--- src/rtl/calc_pkg.sv ---
// Shared calculator definitions: segment glyphs and helpers
// used by the display scanner.
package calc_pkg;

  localparam logic [6:0] SEG_BLANK = 7'b0000000;
  localparam logic [6:0] SEG_E     = 7'b1001111;

  typedef enum logic [1:0] {
    GLYPH_DIGIT,
    GLYPH_BLANK,
    GLYPH_ERR
  } glyph_e;

  // Segments {a,b,c,d,e,f,g}, bit6 = a; non-BCD codes show '9'.
  function automatic logic [6:0] bcd2segments(input logic [3:0] d);
    logic [6:0] s;
    case (d)
      4'd0:    s = 7'b1111110;
      4'd1:    s = 7'b0110000;
      4'd2:    s = 7'b1101101;
      4'd3:    s = 7'b1111001;
      4'd4:    s = 7'b0110011;
      4'd5:    s = 7'b1011011;
      4'd6:    s = 7'b1011111;
      4'd7:    s = 7'b1110000;
      4'd8:    s = 7'b1111111;
      default: s = 7'b1111011;
    endcase
    return s;
  endfunction

  function automatic logic [6:0] seg_polarity(
    input logic [6:0] seg,
    input logic       active_low
  );
    return active_low ? ~seg : seg;
  endfunction

endpackage

--- src/rtl/calc_scan_timer.sv ---
// Slot and digit-position counters for the display scanner,
// with the per-slot anode blanking window and frame pulse.
module calc_scan_timer #(
  parameter int ScanDiv     = 1000,
  parameter int NumDigits   = 8,
  parameter int BlankCycles = 2
) (
  input  logic                         clk_i,
  input  logic                         rst_i,
  output logic [$clog2(NumDigits)-1:0] digit_o,
  output logic                         blank_o,
  output logic                         frame_o
);

  localparam int SW = $clog2(ScanDiv);
  localparam int DW = $clog2(NumDigits);

  localparam logic [SW-1:0] SLOT_LAST = SW'(ScanDiv - 1);
  localparam logic [DW-1:0] DIG_LAST  = DW'(NumDigits - 1);
  localparam logic [SW-1:0] BLANK_END = SW'(BlankCycles);

  logic [SW-1:0] slot_q, slot_d;
  logic [DW-1:0] digit_q, digit_d;

  // Slot counter wraps every ScanDiv cycles and steps the digit.
  always_comb begin
    slot_d  = slot_q + 1'b1;
    digit_d = digit_q;
    if (slot_q == SLOT_LAST) begin
      slot_d  = '0;
      digit_d = (digit_q == DIG_LAST) ? '0 : digit_q + 1'b1;
    end
  end

  // Counter state.
  always_ff @(posedge clk_i or posedge rst_i) begin
    if (rst_i) begin
      slot_q  <= '0;
      digit_q <= '0;
    end else begin
      slot_q  <= slot_d;
      digit_q <= digit_d;
    end
  end

  assign digit_o = digit_q;
  assign blank_o = (slot_q < BLANK_END);
  assign frame_o = (slot_q == SLOT_LAST) && (digit_q == DIG_LAST);

endmodule

--- src/rtl/calc_display_scan.sv ---
// Multiplexed 7-segment scanner with a frame-synchronous shadow
// copy of the displayed value and valid/ready loading.
module calc_display_scan
  import calc_pkg::*;
#(
  parameter int NumDigits      = 8,
  parameter int ScanDiv        = 1000,
  parameter int BlankCycles    = 2,
  parameter int SegActiveLow   = 0,
  parameter int AnodeActiveLow = 1
) (
  input  logic                         clk_i,
  input  logic                         rst_i,
  input  logic                         load_valid_i,
  output logic                         load_ready_o,
  input  logic                         sign_i,
  input  logic                         error_i,
  input  logic [$clog2(NumDigits)-1:0] exponent_i,
  input  logic [NumDigits*4-1:0]       significand_i,
  output logic [6:0]                   seg_o,
  output logic                         dp_o,
  output logic [NumDigits-1:0]         an_o,
  output logic                         sign_o,
  output logic                         frame_o
);

  localparam int EW = $clog2(NumDigits);
  localparam int SGW = NumDigits * 4;

  localparam logic SEG_LOW = (SegActiveLow != 0);
  localparam logic AN_LOW  = (AnodeActiveLow != 0);

  localparam logic [6:0] SEG_OFF =
    SEG_LOW ? 7'h7F : 7'h00;
  localparam logic [NumDigits-1:0] AN_OFF =
    AN_LOW ? {NumDigits{1'b1}} : {NumDigits{1'b0}};

  logic [EW-1:0] digit;
  logic          blank;
  logic          frame;

  calc_scan_timer #(
    .ScanDiv    (ScanDiv),
    .NumDigits  (NumDigits),
    .BlankCycles(BlankCycles)
  ) u_timer (
    .clk_i  (clk_i),
    .rst_i  (rst_i),
    .digit_o(digit),
    .blank_o(blank),
    .frame_o(frame)
  );

  logic           pend_full_q, pend_full_d;
  logic           pend_sign_q, pend_sign_d;
  logic           pend_err_q,  pend_err_d;
  logic [EW-1:0]  pend_exp_q,  pend_exp_d;
  logic [SGW-1:0] pend_sig_q,  pend_sig_d;

  logic           shd_sign_q, shd_sign_d;
  logic           shd_err_q,  shd_err_d;
  logic [EW-1:0]  shd_exp_q,  shd_exp_d;
  logic [SGW-1:0] shd_sig_q,  shd_sig_d;

  logic                 accept;

  assign load_ready_o = ~pend_full_q;
  assign accept       = load_valid_i & ~pend_full_q;

  // Pending slot fills on accept; drains to shadow at frame end.
  always_comb begin
    pend_full_d = pend_full_q;
    pend_sign_d = pend_sign_q;
    pend_err_d  = pend_err_q;
    pend_exp_d  = pend_exp_q;
    pend_sig_d  = pend_sig_q;
    shd_sign_d  = shd_sign_q;
    shd_err_d   = shd_err_q;
    shd_exp_d   = shd_exp_q;
    shd_sig_d   = shd_sig_q;
    if (frame && pend_full_q) begin
      shd_sign_d  = pend_sign_q;
      shd_err_d   = pend_err_q;
      shd_exp_d   = pend_exp_q;
      shd_sig_d   = pend_sig_q;
      pend_full_d = 1'b0;
    end
    if (accept) begin
      pend_full_d = 1'b1;
      pend_sign_d = sign_i;
      pend_err_d  = error_i;
      pend_exp_d  = exponent_i;
      pend_sig_d  = significand_i;
    end
  end

  // Pending and shadow value registers.
  always_ff @(posedge clk_i or posedge rst_i) begin
    if (rst_i) begin
      pend_full_q <= 1'b0;
      pend_sign_q <= 1'b0;
      pend_err_q  <= 1'b0;
      pend_exp_q  <= '0;
      pend_sig_q  <= '0;
      shd_sign_q  <= 1'b0;
      shd_err_q   <= 1'b0;
      shd_exp_q   <= '0;
      shd_sig_q   <= '0;
    end else begin
      pend_full_q <= pend_full_d;
      pend_sign_q <= pend_sign_d;
      pend_err_q  <= pend_err_d;
      pend_exp_q  <= pend_exp_d;
      pend_sig_q  <= pend_sig_d;
      shd_sign_q  <= shd_sign_d;
      shd_err_q   <= shd_err_d;
      shd_exp_q   <= shd_exp_d;
      shd_sig_q   <= shd_sig_d;
    end
  end

  int         pos;
  int         ex;
  logic [3:0] cur_dig;
  logic       tail_zero;
  logic       frac_nz;
  logic       val_zero;
  logic       disp_err;

  // Digit under scan plus zero-tail and fraction summaries.
  always_comb begin
    pos       = int'(digit);
    ex        = int'(shd_exp_q);
    disp_err  = shd_err_q || (ex >= NumDigits);
    val_zero  = (shd_sig_q == '0);
    cur_dig   = '0;
    tail_zero = 1'b1;
    frac_nz   = 1'b0;
    for (int i = 0; i < NumDigits; i++) begin
      if (i == pos)
        cur_dig = shd_sig_q[(NumDigits-1-i)*4 +: 4];
      if (i >= pos &&
          shd_sig_q[(NumDigits-1-i)*4 +: 4] != 4'd0)
        tail_zero = 1'b0;
      if (i > ex &&
          shd_sig_q[(NumDigits-1-i)*4 +: 4] != 4'd0)
        frac_nz = 1'b1;
    end
  end

  glyph_e               glyph;
  logic [6:0]           seg_raw;
  logic                 dp_raw;
  logic                 sign_raw;
  logic [NumDigits-1:0] an_raw;

  // Glyph choice for the current position.
  always_comb begin
    glyph = GLYPH_DIGIT;
    unique case (1'b1)
      disp_err && pos == 0:
        glyph = GLYPH_ERR;
      disp_err && pos != 0:
        glyph = GLYPH_BLANK;
      !disp_err && pos > ex && tail_zero:
        glyph = GLYPH_BLANK;
      default:
        glyph = GLYPH_DIGIT;
    endcase
  end

  logic [6:0]           seg_q, seg_d;
  logic                 dp_q,  dp_d;
  logic [NumDigits-1:0] an_q,  an_d;
  logic                 sign_q, sign_d;

  // Raw (active-high) pin values, then pin polarity.
  always_comb begin
    case (glyph)
      GLYPH_ERR:   seg_raw = SEG_E;
      GLYPH_BLANK: seg_raw = SEG_BLANK;
      default:     seg_raw = bcd2segments(cur_dig);
    endcase
    dp_raw   = !disp_err && pos == ex && frac_nz;
    sign_raw = shd_sign_q && !disp_err && !val_zero;
    an_raw   = '0;
    for (int i = 0; i < NumDigits; i++)
      if (!blank && i == NumDigits - 1 - pos)
        an_raw[i] = 1'b1;
    seg_d  = seg_polarity(seg_raw, SEG_LOW);
    dp_d   = dp_raw ^ SEG_LOW;
    an_d   = AN_LOW ? ~an_raw : an_raw;
    sign_d = sign_raw;
  end

  // Output registers; reset turns every anode off at once.
  always_ff @(posedge clk_i or posedge rst_i) begin
    if (rst_i) begin
      seg_q  <= SEG_OFF;
      dp_q   <= SEG_LOW;
      an_q   <= AN_OFF;
      sign_q <= 1'b0;
    end else begin
      seg_q  <= seg_d;
      dp_q   <= dp_d;
      an_q   <= an_d;
      sign_q <= sign_d;
    end
  end

  assign seg_o   = seg_q;
  assign dp_o    = dp_q;
  assign an_o    = an_q;
  assign sign_o  = sign_q;
  assign frame_o = frame;

endmodule

--- config.mk ---
export PLATFORM = sky130hd
export DESIGN_NAME = calc_display_scan
export DESIGN_NICKNAME = d
export VERILOG_FILES = /design/src/rtl/calc_pkg.sv /design/src/rtl/calc_scan_timer.sv /design/src/rtl/calc_display_scan.sv
export SDC_FILE = /design/constraint.sdc
export NUM_CORES = 1
export LEC_CHECK = 0
export ABC_AREA = 1
export ABC_CLOCK_PERIOD_IN_PS = 6560
export BUFFER_PORTS_ARGS = -buffer_cell sky130_fd_sc_hd__buf_2
export CORE_MARGIN = 2
export CORE_UTILIZATION = 40
export DETAILED_ROUTE_END_ITERATION = 8
export GPL_TIMING_DRIVEN = 0
export PLACE_DENSITY = 0.56
export SETUP_SLACK_MARGIN = 0.3
export SYNTH_ARGS = -nofsm -noshare
export SYNTH_HDL_FRONTEND = slang
export SYNTH_HIERARCHICAL = 1
export SYNTH_SLANG_ARGS = --single-unit
--- constraint.sdc ---
create_clock -name clk_i -period 6.56 [get_ports clk_i]
set_clock_uncertainty 0.2 [all_clocks]
set_input_delay 1.312 -clock clk_i [delete_from_list [all_inputs] [get_ports clk_i]]
set_output_delay 1.312 -clock clk_i [all_outputs]
set_load 0.02 [all_outputs]
==> metrics.txt <==
initial antenna violation count=0; clock root cell=clkbuf_16; placed cells=720; Slew @ Worst Pin=644 ps; # fillers=1211; Iter 0 DRT Violations=approximately 170; fraction of power spent switching nets=0.214; f_max=296 MHz; Max Root-Sink Buffers=2; Critical Path End Type=output port; XOR/XNOR share of the synthesized area=0.00356; footprint of the multi-input gates=between 1500 and 2000 sq um; CP top delay family=simple AND/OR/NAND/NOR gates; Via density=4.81; DRT Pass-1 Iters=4; most common cell after layout, fill and taps aside=dfrtp_1; fraction of layout instances using a drive strength above 1=0.275; first-pass GRT wire length=~17000 um; most frequent cells in the layout=dfrtp_1 (97), nand2_1 (72), nor2_1 (66), inv_1 (63), buf_2 (61); clk_lat worst skew=approximately 350 ps; detailed placement HPWL=between 7000 and 8000 um; Synth top area share=0.493; PortBufs=58; Area growth syn-to-layout=16.0%; grt total ovfl=0; area share of and/or/nand/nor cells after synthesis=0.204; Die Wd=115 um; cell-by-cell trace of the critical path=ha_1 > nand3_1 > nor2_2 > nand2_4 > nor2_1 > buf_2; Slew headroom=0.567; Post-Syn Instances=just over 500; CTS Buf Count=9; Die H=~110 um; H-tree levels=3; Area after DPL=approximately 5400 sq um; Synth area leaders=dfrtp_1 (49%), mux2_2 (9.4%), nand2_1 (5.5%); WP buf/inv=1; CP Class=flip-flop to output port; Worst VDD drop=approximately 0.14 mV; Final Power=approximately 1.2 mW; Period minus WS final=between 3000 and 4000 ps; DRC viols=0; Final Hold Viols=0; # resized after CTS=0; fin crit share=0.514; Die ar.=around 13000 sq um; All-Layer GR Usage=0.167; combinational group share of total power=0.022; via count=around 3500; final setup margin=3190 ps; crit path max-delay cell type=dfrtp_1; status=completed; Slew Limit Fails=0; Pwr Density=207 nW/um^2; largest family of logic cells by synthesized area=simple AND/OR/NAND/NOR gates; num rows=40; antenna cells=0; IO Count=59; Setup Viol. Count Final=0; final-stage net count=approximately 640; mux share of post-synthesis cell area=0.0938; initial core utilization=0.410; Psw=0.252 mW; Main synth FF type=dfrtp_1; hold slack=around 260 ps; CTS sink count=105; adder-cell share of the synthesized area=0.0331; CTS clk-pin slew, worst paths=~70 ps; setup slack at placement=approximately 3500 ps; synth unique cells=37; Ys Warns=6; Crit Path Max Fanout=7; CTS Hold Bufs=0; Compound-Gate Fraction of Synth Area=0.0593; Mapped Area=between 4000 and 5000 sq um; internal power=around 0.93 mW; RSZ-0062 raised after global routing=no; synthesized flop and latch total=approximately 110; Non-Filler Instances=around 740; min-delay worst type=flip-flop to flip-flop; vias in the first global route=approximately 3600; EDFF count, synth=0; crit-path max cell delay=about 380 ps; max-cap viol count=0; Mean Syn Cell Area=9.57 sq um; Layout Utilization=0.475; sequential share of power=0.548; Post-synth ARST share=1.00; Clock Power Share=0.431; post-route ant nets=0; CP arrival=1860 ps; total negative slack=0 ps; per-cell routed wire length=about 13 um; worst path required time=5050 ps; Final Instance Area=approximately 5700 sq um; LEAKAGE=between 3 and 4 nW; sequential element share of the synthesized area=0.536; CTS tree=done; # Post-CTS Setup Buffers=0; Seq. cell area=around 2600 sq um; Net Count, Synth=between 500 and 600; GP Congestion=~0.84; startpoint types=flip-flop; WL final=9910 um; top cell type by total area after synthesis=dfrtp_1; largest net degree at the start of global routing=66; CORE AREA=between 10000 and 15000 sq um
==> registers in the layout (all words and copies together), names as in the netlist, 3 cells and up <==
register	flops
shd_exp_q	3
an_o	8
shd_sig_q	32
u_timer/slot_q	10
u_timer/digit_o	3
seg_o	7
pend_sig_q	32
pend_exp_q	3
==> power by group through the flow <==
stage | logic, mW | registers (mW) | clock network, mW
after floorplan | 0.00967 | 0.660 | 0
after global placement | 0.0237 | 0.660 | 0
after detailed placement | 0.0268 | 0.660 | 0
after CTS | 0.0269 | 0.647 | 0.527
after global routing | 0.0298 | 0.647 | 0.557
final | 0.0254 | 0.647 | 0.509
==> Yosys cell counts, drive strengths merged, types with 6 or more instances <==
| cell | instances |
|---|---|
| nand4 | 18 |
| nor2 | 76 |
| o21ai | 7 |
| ha | 13 |
| dfstp | 8 |
| nand3 | 34 |
| nand2 | 79 |
| dfrtp | 97 |
| buf | 6 |
| inv | 69 |
| clkbuf | 8 |
| mux2 | 41 |
| a21oi | 41 |
==> layer usage <==
layer  track usage  vias to the layer above  share of wire
met1         0.222                     1664           0.49
met2         0.261                       58           0.46
met5             0                        -              0
met4        0.0618                        0          0.015
li1              -                     1811              -
met3        0.0501                       10          0.040
==> cell families after synthesis <==
logic type               count (synthesis)
XOR/XNOR                                 2
AO/OA/AOI/OAI                           54
adder cells (fa/ha/maj)                 13
multiplexers                            41
flip-flops                             105
AND/OR/NAND/NOR                        215
buffers and inverters                   84
==> path summary, 6_finish.rpt <==
kind	start	end	slack, ps	cells after the start
hold / removal	u_timer/slot_q[0]$_DFF_PP0_	u_timer/slot_q[0]$_DFF_PP0_	260	1
max in group asynchronous	rst_i	pend_sig_q[17]$_DFFE_PP0P_	4780	3
hold reg to reg	u_timer/slot_q[0]$_DFF_PP0_	u_timer/slot_q[0]$_DFF_PP0_	260	1
min in group asynchronous	rst_i	pend_sig_q[3]$_DFFE_PP0P_	760	2
setup reg to reg	u_timer/digit_o[0]$_DFFE_PP0N_	seg_o[6]$_DFF_PP0_	3840	12
setup / recovery	u_timer/slot_q[0]$_DFF_PP0_	frame_o	3190	6
==> final cells by class <==
| class | instances | share of cell area |
|---|---|---|
| inverters | 70 | 0.0473 |
| clock inverters | 6 | 0.00789 |
| repair buffers | 59 | 0.0557 |
| plain buffers | 14 | 0.0132 |
| flip-flops and latches | 105 | 0.462 |
| well taps | 147 | 0.0322 |
| clock buffers | 10 | 0.0419 |
| multi-input cells | 325 | 0.340 |
(Power assumes the default switching activity.)
